<file path="src/rtl/round_controller.sv">
// round_controller: multi-round game sequencer (lobby -> countdown -> play -> round-over).
// Tracks active and alive players, keeps saturating 4-bit scores per player,
// gates the movement tick to the line engines and requests screen clears.
// Optional build macro ROUND_CTRL_PAUSE_EN adds a level-sensitive pause_i input.
module round_controller #(
  parameter int unsigned COUNT_CYCLES = 100_000_000,
  parameter int unsigned OVER_CYCLES  = 200_000_000,
  parameter int unsigned WIN_SCORE    = 5
) (
  input  logic        clk_i,
  input  logic        rst_i,
`ifdef ROUND_CTRL_PAUSE_EN
  input  logic        pause_i,
`endif
  input  logic        new_game_i,
  input  logic [3:0]  player_en_i,
  input  logic [3:0]  crash_i,
  input  logic        tick_i,
  output logic [1:0]  state_o,
  output logic [3:0]  active_players_o,
  output logic [3:0]  alive_o,
  output logic        move_en_o,
  output logic        clear_screen_o,
  output logic        winner_valid_o,
  output logic [1:0]  winner_o,
  output logic [15:0] score_o,
  output logic        game_over_o
);

  typedef enum logic [1:0] {
    S_IDLE       = 2'd0,
    S_COUNTDOWN  = 2'd1,
    S_PLAY       = 2'd2,
    S_ROUND_OVER = 2'd3
  } state_t;

  localparam logic [31:0] COUNT_LAST = COUNT_CYCLES - 1;
  localparam logic [31:0] OVER_LAST  = OVER_CYCLES - 1;
  localparam logic [3:0]  WIN        = 4'(WIN_SCORE);

  state_t          state;
  logic [31:0]     count;
  logic            first_round;
  logic [3:0][3:0] scores;
  logic [3:0]      next_alive;
  logic            start_ok;
  logic            any_win;
  logic            paused;

  function automatic logic [2:0] popcnt4(input logic [3:0] x);
    popcnt4 = {2'b00, x[0]} + {2'b00, x[1]} + {2'b00, x[2]} + {2'b00, x[3]};
  endfunction

  function automatic logic [1:0] one_hot_index(input logic [3:0] x);
    one_hot_index = 2'd0;
    for (int i = 0; i < 4; i++) begin
      if (x[i]) one_hot_index = 2'(i);
    end
  endfunction

`ifdef ROUND_CTRL_PAUSE_EN
  assign paused = pause_i;
`else
  assign paused = 1'b0;
`endif

  assign state_o    = state;
  assign score_o    = scores;
  assign next_alive = alive_o & ~crash_i;
  assign start_ok   = new_game_i && (popcnt4(player_en_i) >= 3'd2);

  // Flag when any player has reached the winning score.
  always_comb begin
    // NOTE: every always_comb output gets a default first so no latch is inferred.
    any_win = 1'b0;
    for (int i = 0; i < 4; i++) begin
      if (scores[i] >= WIN) any_win = 1'b1;
    end
  end

  // Game sequencer with registered outputs; a valid new_game_i overrides timer and crash events.
  always_ff @(posedge clk_i) begin
    if (rst_i) begin
      // NOTE: the score registers are ordinary flops, not a memory, so they reset with everything else.
      state            <= S_IDLE;
      count            <= '0;
      first_round      <= 1'b0;
      scores           <= '0;
      active_players_o <= '0;
      alive_o          <= '0;
      move_en_o        <= 1'b0;
      clear_screen_o   <= 1'b0;
      winner_valid_o   <= 1'b0;
      winner_o         <= '0;
      game_over_o      <= 1'b0;
    end else begin
      // NOTE: non-blocking assignments throughout, so every branch reads last cycle's state.
      clear_screen_o <= 1'b0;
      move_en_o      <= tick_i && (state == S_PLAY) && !paused;

      if (start_ok) begin
        state            <= S_COUNTDOWN;
        count            <= '0;
        first_round      <= 1'b1;
        scores           <= '0;
        game_over_o      <= 1'b0;
        clear_screen_o   <= 1'b1;
        active_players_o <= player_en_i;
        alive_o          <= '0;
        winner_valid_o   <= 1'b0;
        winner_o         <= '0;
      end else begin
        unique case (state)
          S_IDLE: begin
            active_players_o <= player_en_i;
          end

          S_COUNTDOWN: begin
            if (first_round) active_players_o <= player_en_i;
            if (!paused) begin
              if (count == COUNT_LAST) begin
                count <= '0;
                if (popcnt4(active_players_o) >= 3'd2) begin
                  state   <= S_PLAY;
                  alive_o <= active_players_o;
                end else begin
                  state <= S_IDLE;
                end
              end else begin
                count <= count + 32'd1;
              end
            end
          end

          S_PLAY: begin
            if (!paused) begin
              alive_o <= next_alive;
              if (popcnt4(next_alive) == 3'd1) begin
                state          <= S_ROUND_OVER;
                count          <= '0;
                winner_valid_o <= 1'b1;
                winner_o       <= one_hot_index(next_alive);
                if (scores[one_hot_index(next_alive)] != 4'hF)
                  scores[one_hot_index(next_alive)] <= scores[one_hot_index(next_alive)] + 4'd1;
              end else if (popcnt4(next_alive) == 3'd0) begin
                state          <= S_ROUND_OVER;
                count          <= '0;
                winner_valid_o <= 1'b0;
              end
            end
          end

          S_ROUND_OVER: begin
            if (!paused) begin
              if (count == OVER_LAST) begin
                count          <= '0;
                winner_valid_o <= 1'b0;
                if (any_win) begin
                  state       <= S_IDLE;
                  game_over_o <= 1'b1;
                end else begin
                  state          <= S_COUNTDOWN;
                  first_round    <= 1'b0;
                  clear_screen_o <= 1'b1;
                end
              end else begin
                count <= count + 32'd1;
              end
            end
          end

          default: state <= S_IDLE;
        endcase
      end
    end
  end

endmodule

</file>
<file path="config.mk">
export PLATFORM = sky130hd
export DESIGN_NAME = round_controller
export DESIGN_NICKNAME = d
export VERILOG_FILES = /design/src/rtl/round_controller.sv
export SDC_FILE = /design/constraint.sdc
export NUM_CORES = 1
export LEC_CHECK = 0
export ABC_AREA = 1
export ABC_CLOCK_PERIOD_IN_PS = 3600
export CORE_AREA = 4 4 111 113
export CTS_CLUSTER_DIAMETER = 100
export DETAILED_ROUTE_END_ITERATION = 12
export DIE_AREA = 0 0 115 117
export DONT_BUFFER_PORTS = 1
export GPL_ROUTABILITY_DRIVEN = 0
export GPL_TIMING_DRIVEN = 1
export HOLD_SLACK_MARGIN = 0.1
export PLACE_DENSITY = 0.57
export SLEW_MARGIN = 20
export SYNTH_ARGS = -nofsm -noshare
export SYNTH_HDL_FRONTEND = slang
export SYNTH_SLANG_ARGS = --single-unit
</file>
<file path="constraint.sdc">
create_clock -name clk_i -period 3.6 [get_ports clk_i]
set_input_delay 0.54 -clock clk_i [delete_from_list [all_inputs] [get_ports clk_i]]
set_output_delay 0.54 -clock clk_i [all_outputs]
set_load 0.005 [all_outputs]
</file>
Word level (Yosys, flattened, before mapping)
Cells that the tools add are included.
{"block": "totals", "reg_bits": 65, "latch_bits": 0, "ram_bits": 0, "romBits": 0, "in_bits": 12, "out_inout_bits": 32, "wordCells": 130, "n_memories": 0}
{"block": "op_classes", "n_addsub": 11, "multipliers": 0, "div": 0, "order_cmp": 9, "n_eq_ne": 16, "shifts": 0, "n_mux": 54, "bitwise_logic": 2, "reduce_logical": 23}
{"operator": "32-bit two-way mux", "n": 4}
{"operator": "32-bit case mux with 3 select lines", "n": 1}
{"operator": "32-bit by 1-bit adder with 32-bit output (second input constant)", "n": 1}
{"operator": "32-bit by 27-bit equality test with 1-bit output (second input constant)", "n": 1}
{"operator": "32-bit by 28-bit equality test with 1-bit output (second input constant)", "n": 1}
{"operator": "2-bit two-way mux", "n": 16}
{"operator": "4-bit two-way mux", "n": 7}
{"operator": "1-bit two-way mux", "n": 18}
{"operator": "4-bit binary-select mux with 2-bit select", "n": 2}
{"operator": "16-bit bitwise mux", "n": 1}
{"operator": "4-bit by 3-bit >= comparator with 1-bit output (second input constant)", "n": 4}
{"operator": "4-bit case mux with 2 select lines", "n": 2}
{"operator": "3-bit AND reduction", "n": 5}
{"operator": "2-bit by 1-bit adder with 3-bit output", "n": 3}
{"operator": "3-bit by 1-bit adder with 3-bit output", "n": 3}
{"operator": "3-bit != test (second input constant)", "n": 3}
{"operator": "4-bit demux with 2-bit select", "n": 1}
{"operator": "2-bit != test (second input constant)", "n": 4}
{"operator": "4-bit AND reduction", "n": 2}
{"operator": "2-bit nonzero test", "n": 4}
{"operator": "1-bit by 1-bit adder with 2-bit output", "n": 3}
{"operator": "3-bit by 2-bit >= comparator with 1-bit output (second input constant)", "n": 2}
{"operator": "2-bit by 3-bit < comparator with 1-bit output (second input constant)", "n": 2}
{"operator": "2-bit case mux with 3 select lines", "n": 1}
{"operator": "other kinds (18)", "n": 24}

Longest topological paths before layout
{"block": "logic_depth", "ltp_word": 23, "depth_mapped": 19, "ltp_nobuf": 19}

Least setup slack after synthesis
No wires, ideal clock.
{"block": "synth_timing", "path_type": "input to register", "from": "input port crash_i[0]", "to": "register count[17]", "setup_time_ns": 0.116, "t_arrival_ns": 2.639, "t_required_ns": 3.484, "setup_slack_ns": 0.845, "path_stages": 17, "path_buffers": 0, "cell_sequence": "nor2_1 > ha_1 > inv_1 > xor2_1 > ha_1 > ha_1 > nor2_4 > nor2_4 > nor2_8 > nand2_4 > inv_2 > nand2_1 > nor2_2 > nand2_1 > nor2_1 > xor2_1 > nor2_2"}
{"block": "synth_between", "elab_chain_len": 8, "word_cells_on_any_way": 11, "cone_classes": "add/sub: 3; eq/ne: 2; mux: 2; bitwise: 2; reduce/logical: 2"}
{"item": "start: declaration", "line_no": "17", "source": "input logic [3:0] crash_i,"}
{"item": "4-bit inverter (*)", "line_no": "69", "source": "assign next_alive = alive_o & ~crash_i;"}
{"item": "4-bit bitwise AND (*)", "line_no": "69"}
{"item": "1-bit by 1-bit adder with 2-bit output (*)", "line_no": "51", "source": "popcnt4 = {2'b00, x[0]} + {2'b00, x[1]} + {2'b00, x[2]} + {2'b00, x[3]};"}
{"item": "2-bit by 1-bit adder with 3-bit output (*)", "line_no": "51"}
{"item": "3-bit by 1-bit adder with 3-bit output (*)", "line_no": "51"}
{"item": "3-bit by 1-bit equality test with 1-bit output / 3-bit logical NOT (equally long branches)", "line_no": "138, 145"}
{"item": "32-bit two-way mux / 3-bit by 1-bit != test with 1-bit output (equally long branches)"}
{"item": "32-bit case mux with 3 select lines / 2-bit AND reduction (equally long branches)"}
{"item": "end signal: assignment", "line_no": "130", "source": "count <= count + 32'd1;"}
{"item": "end signal: assignment", "line_no": "167", "source": "count <= count + 32'd1;"}
{"item": "end: declaration", "line_no": "42", "source": "logic [31:0] count;"}
Mark *: on every way between the ends. The rest lies on a longest branch, timed or not.
A chain may end at the register's enable or synchronous reset.

Worst setup path after layout
{"block": "layout_timing", "from": "register alive_o[1]", "to": "register count[17]"}
{"block": "layout_between", "elab_chain_len": 7, "word_cells_on_any_way": 10, "cone_classes": "add/sub: 3; eq/ne: 2; mux: 2; bitwise: 1; reduce/logical: 2"}
{"item": "start: declaration", "line_no": "21", "source": "output logic [3:0] alive_o,"}
{"item": "start signal: assignment", "line_no": "125", "source": "alive_o <= active_players_o;"}
{"item": "start signal: assignment", "line_no": "137", "source": "alive_o <= next_alive;"}
{"item": "4-bit bitwise AND (*)", "line_no": "69"}
{"item": "1-bit by 1-bit adder with 2-bit output (*)", "line_no": "51"}
{"item": "2-bit by 1-bit adder with 3-bit output (*)", "line_no": "51"}
{"item": "3-bit by 1-bit adder with 3-bit output (*)", "line_no": "51"}
{"item": "3-bit by 1-bit equality test with 1-bit output / 3-bit logical NOT (equally long branches)", "line_no": "138, 145"}
{"item": "32-bit two-way mux / 3-bit by 1-bit != test with 1-bit output (equally long branches)"}
{"item": "32-bit case mux with 3 select lines / 2-bit AND reduction (equally long branches)"}
Marks and branches as above.

==> results_dict.tcl <==
set metrics [dict create \
    status "finished, final reports clean" \
    swShare 0.267 \
    grt_use_total 0.148 \
    synth_area_mm2 0.00392 \
    internal_power_mw 1.65 \
    synthCells 563 \
    drc 0 \
    fp.dieH_um 117 \
    slew-limit-headroom 0.667 \
    power.leakage_nw 1.88 \
    antenna_found_initial 0 \
    syn_nets 586 \
    cts_tree "built" \
    yosysWarnings 0 \
    start_util 0.346 \
    slew_viol_final 0 \
    seqPwrFrac 0.345 \
    area_growth_pct 13.6 \
    path_cells "inv_1, nor2_4, ha_1, inv_1, xor2_1, ha_1, ha_1, nor2_4, nor2_4, nor2_8, nand2_4, inv_2, nand2_1, nor2_2, nand2_1, nor2_1, xor2_1, nor2_2" \
    power_switching_uw 599 \
    timing.rr.end "count[17]" \
    rsz0062_at_grt "false" \
    ys_seq_area_frac 0.332 \
    hold_class "in2reg" \
    synth-seq-cells 65 \
    clkLatencyLatePin_ns 0.33 \
    critical_path.startpoint_type "flop" \
    finalHoldViolCount 0 \
    drt-total-wl_mm 9.35 \
    die-area_mm2 0.0135 \
    seq_area_mm2 0.00130 \
    slowest_stage "dfxtp_1" \
    ys.flop_type "dfxtp_1" \
    portBuffers 0 \
    worstPathMaxFanout 10 \
    min-delay-start "rst_i" \
    whs_path_depth 1 \
    cp_top_family "simple AND/OR/NAND/NOR gates" \
    r2r-start "alive_o[1]" \
    core_area_mm2 0.0113 \
    vias 3395 \
    antenna_left 0 \
    finalPower_mw 2.25 \
    cts_resized 0 \
    synthMostInstantiatedCell "nand2_1" \
    fin_crit_sh 0.819 \
    yosysTopAreaCellShare 0.332 \
    htree_num_levels 3 \
    timing.setup.tns_ns 0 \
    grt_max_degree 25 \
    cts_hold_buf 0 \
    ir_drop_mv 0.294 \
    avgSynthCellArea_um2 6.96 \
    min_to "first_round" \
    criticalPathCategory "reg2reg" \
    cts.clk_slew.worst_paths_ns 0.05 \
    cp-end-kind "flop" \
    hold_ws_ns 0.269 \
    tightestPinTransition_ns 0.496 \
    clockBufferDepth 2 \
    grt_pass1_wl_mm 15.8 \
    powerDensity_mw_per_mm2 505 \
    timing.fmax_mhz 339 \
    synth_area_leaders "dfxtp_1 33%, nand2_1 12%, nor2_1 8.7%" \
    cts-root-buf "clkbuf_16" \
    clkPwrFrac 0.491 \
    die_w_um 115 \
    antenna_cells 0 \
    pwr-share-comb 0.164 \
    crit_required_ns 3.83 \
    final_nets 593 \
    yosysTopAreaCell "dfxtp_1" \
    synthArstFlopShare 0 \
    finalCriticalPeriod_ns 2.95 \
    drtIter0Drc 245 \
    fillCellCount 1208 \
    wl_per_cell_um 13.0 \
    vias_per_cell 4.73 \
    max_cap_viol_count 0 \
    synth_commonest_cells "120 x nand2_1, 91 x nor2_1, 77 x inv_1" \
    grt.overflow.total 0 \
    cts_setup_buffers 0 \
    drive_above_1_share 0.132 \
    fin_skew_ns 0.00887 \
    r2r_cells 18 \
    fp-row-count 39 \
    hpwlAfterDp_mm 7.24 \
    synth_edf_count 0 \
    ios 44 \
    multi_input_area_mm2 0.00225 \
    grt_pass1_vias 3241 \
    cts_buffers 9 \
    yosysUniqueCellTypes 38 \
    cts.sinks 65 \
    path_buf_inv 3 \
    cpPeakStageDelay_ns 0.36 \
    drtPass1Iterations 4 \
    setup_violations 0 \
    worstPathArrival_ns 3.17 \
    rrSetupSlack_ns 0.65 \
]
## area by class of cell
cell class	instances	area share
well taps	143	0.0402
inverters	83	0.0700
repair buffers	3	0.00787
flip-flops and latches	65	0.292
clock inverters	5	0.0281
multi-input cells	408	0.505
clock buffers	11	0.0568
## layer usage
metal | vias up | routed length, um | track usage
li1 | 1788 | - | -
met1 | 1530 | 4340 | 0.191
met2 | 67 | 4370 | 0.235
met3 | 10 | 521 | 0.0447
met4 | 0 | 117 | 0.0509
met5 | - | 0 | 0
## how the worst max path moves through the flow
stage                           from         to  slack (ns)  cells after the start
final                     alive_o[1]  count[17]        0.65                     18
after global routing      alive_o[1]  count[17]        0.42                     18
after CTS                 alive_o[1]  count[17]        0.67                     18
after detailed placement  crash_i[0]  count[17]        0.59                     17
after global placement    crash_i[0]  count[17]        0.66                     17
after floorplan           crash_i[0]  count[17]        0.84                     17
## cell families (layout without fill, tap and decap cells)
| group | count (synthesis) | after routing | synth area share |
|---|---|---|---|
| simple gates | 324 | 324 | 0.397 |
| flops | 65 | 65 | 0.332 |
| compound gates | 43 | 43 | 0.0697 |
| buf+inv | 90 | 102 | 0.0942 |
| xor+xnor | 29 | 29 | 0.0649 |
| fa+ha+maj | 11 | 11 | 0.0390 |
| mux | 1 | 1 | 0.00256 |
## per-stage QoR
stage | cell area (um^2) | std cells | util | setup WS, ns
after floorplan | 3920 | 563 | - | 0.845
after global placement | 4070 | 702 | 0.360 | 0.659
after detailed placement | 4070 | 702 | 0.360 | 0.590
after CTS | 4450 | 718 | 0.393 | 0.673
after global routing | 4450 | 718 | 0.393 | 0.420
final | 4450 | 718 | 0.393 | 0.652
## layout by cell type, fill, tap and decap left out, types with 2 or more instances in the layout
cell type and count:
dfxtp_1 65, inv_1 77, o21ai_0 19, o21bai_1 2, nand2_2 6, a21oi_1 15, nor2_1 91, nand3_1 33
nand3_2 5, nor2_2 23, ha_1 9, bufinv_16 4, xor2_1 25, nand4_1 18, fa_1 2, nor2_4 5
clkbuf_16 9, nand2_1 120, inv_2 6, nand2_4 2, nor2_8 2, xnor2_1 4, clkbuf_8 2, nor3_1 12
nand3b_2 2, buf_4 2
## worst reg2reg max path, stage by stage (launching register included)
cell and delay [ns]:
dfxtp_1 0.36, inv_1 0.09, nor2_4 0.14, ha_1 0.25
inv_1 0.09, xor2_1 0.08, ha_1 0.20, ha_1 0.30
nor2_4 0.17, nor2_4 0.07, nor2_8 0.21, nand2_4 0.08
inv_2 0.07, nand2_1 0.11, nor2_2 0.16, nand2_1 0.11
nor2_1 0.12, xor2_1 0.18, nor2_2 0.06
## sequential cells by signal (all words and copies together), names as in the netlist
name	cells
winner_valid_o	1
state_o	2
move_en_o	1
first_round	1
count	32
score_o	16
alive_o	4
game_over_o	1
active_players_o	4
winner_o	2
clear_screen_o	1
## power by group through the flow
stage | combinational [mW] | clock [mW] | sequential, mW
global placement | 0.362 | 0 | 0.792
finish | 0.368 | 1.10 | 0.775
global route | 0.417 | 1.17 | 0.780
detailed placement | 0.365 | 0 | 0.792
floorplan | 0.293 | 0 | 0.783
CTS | 0.369 | 1.13 | 0.776
Power figures use the tool's default switching activity.
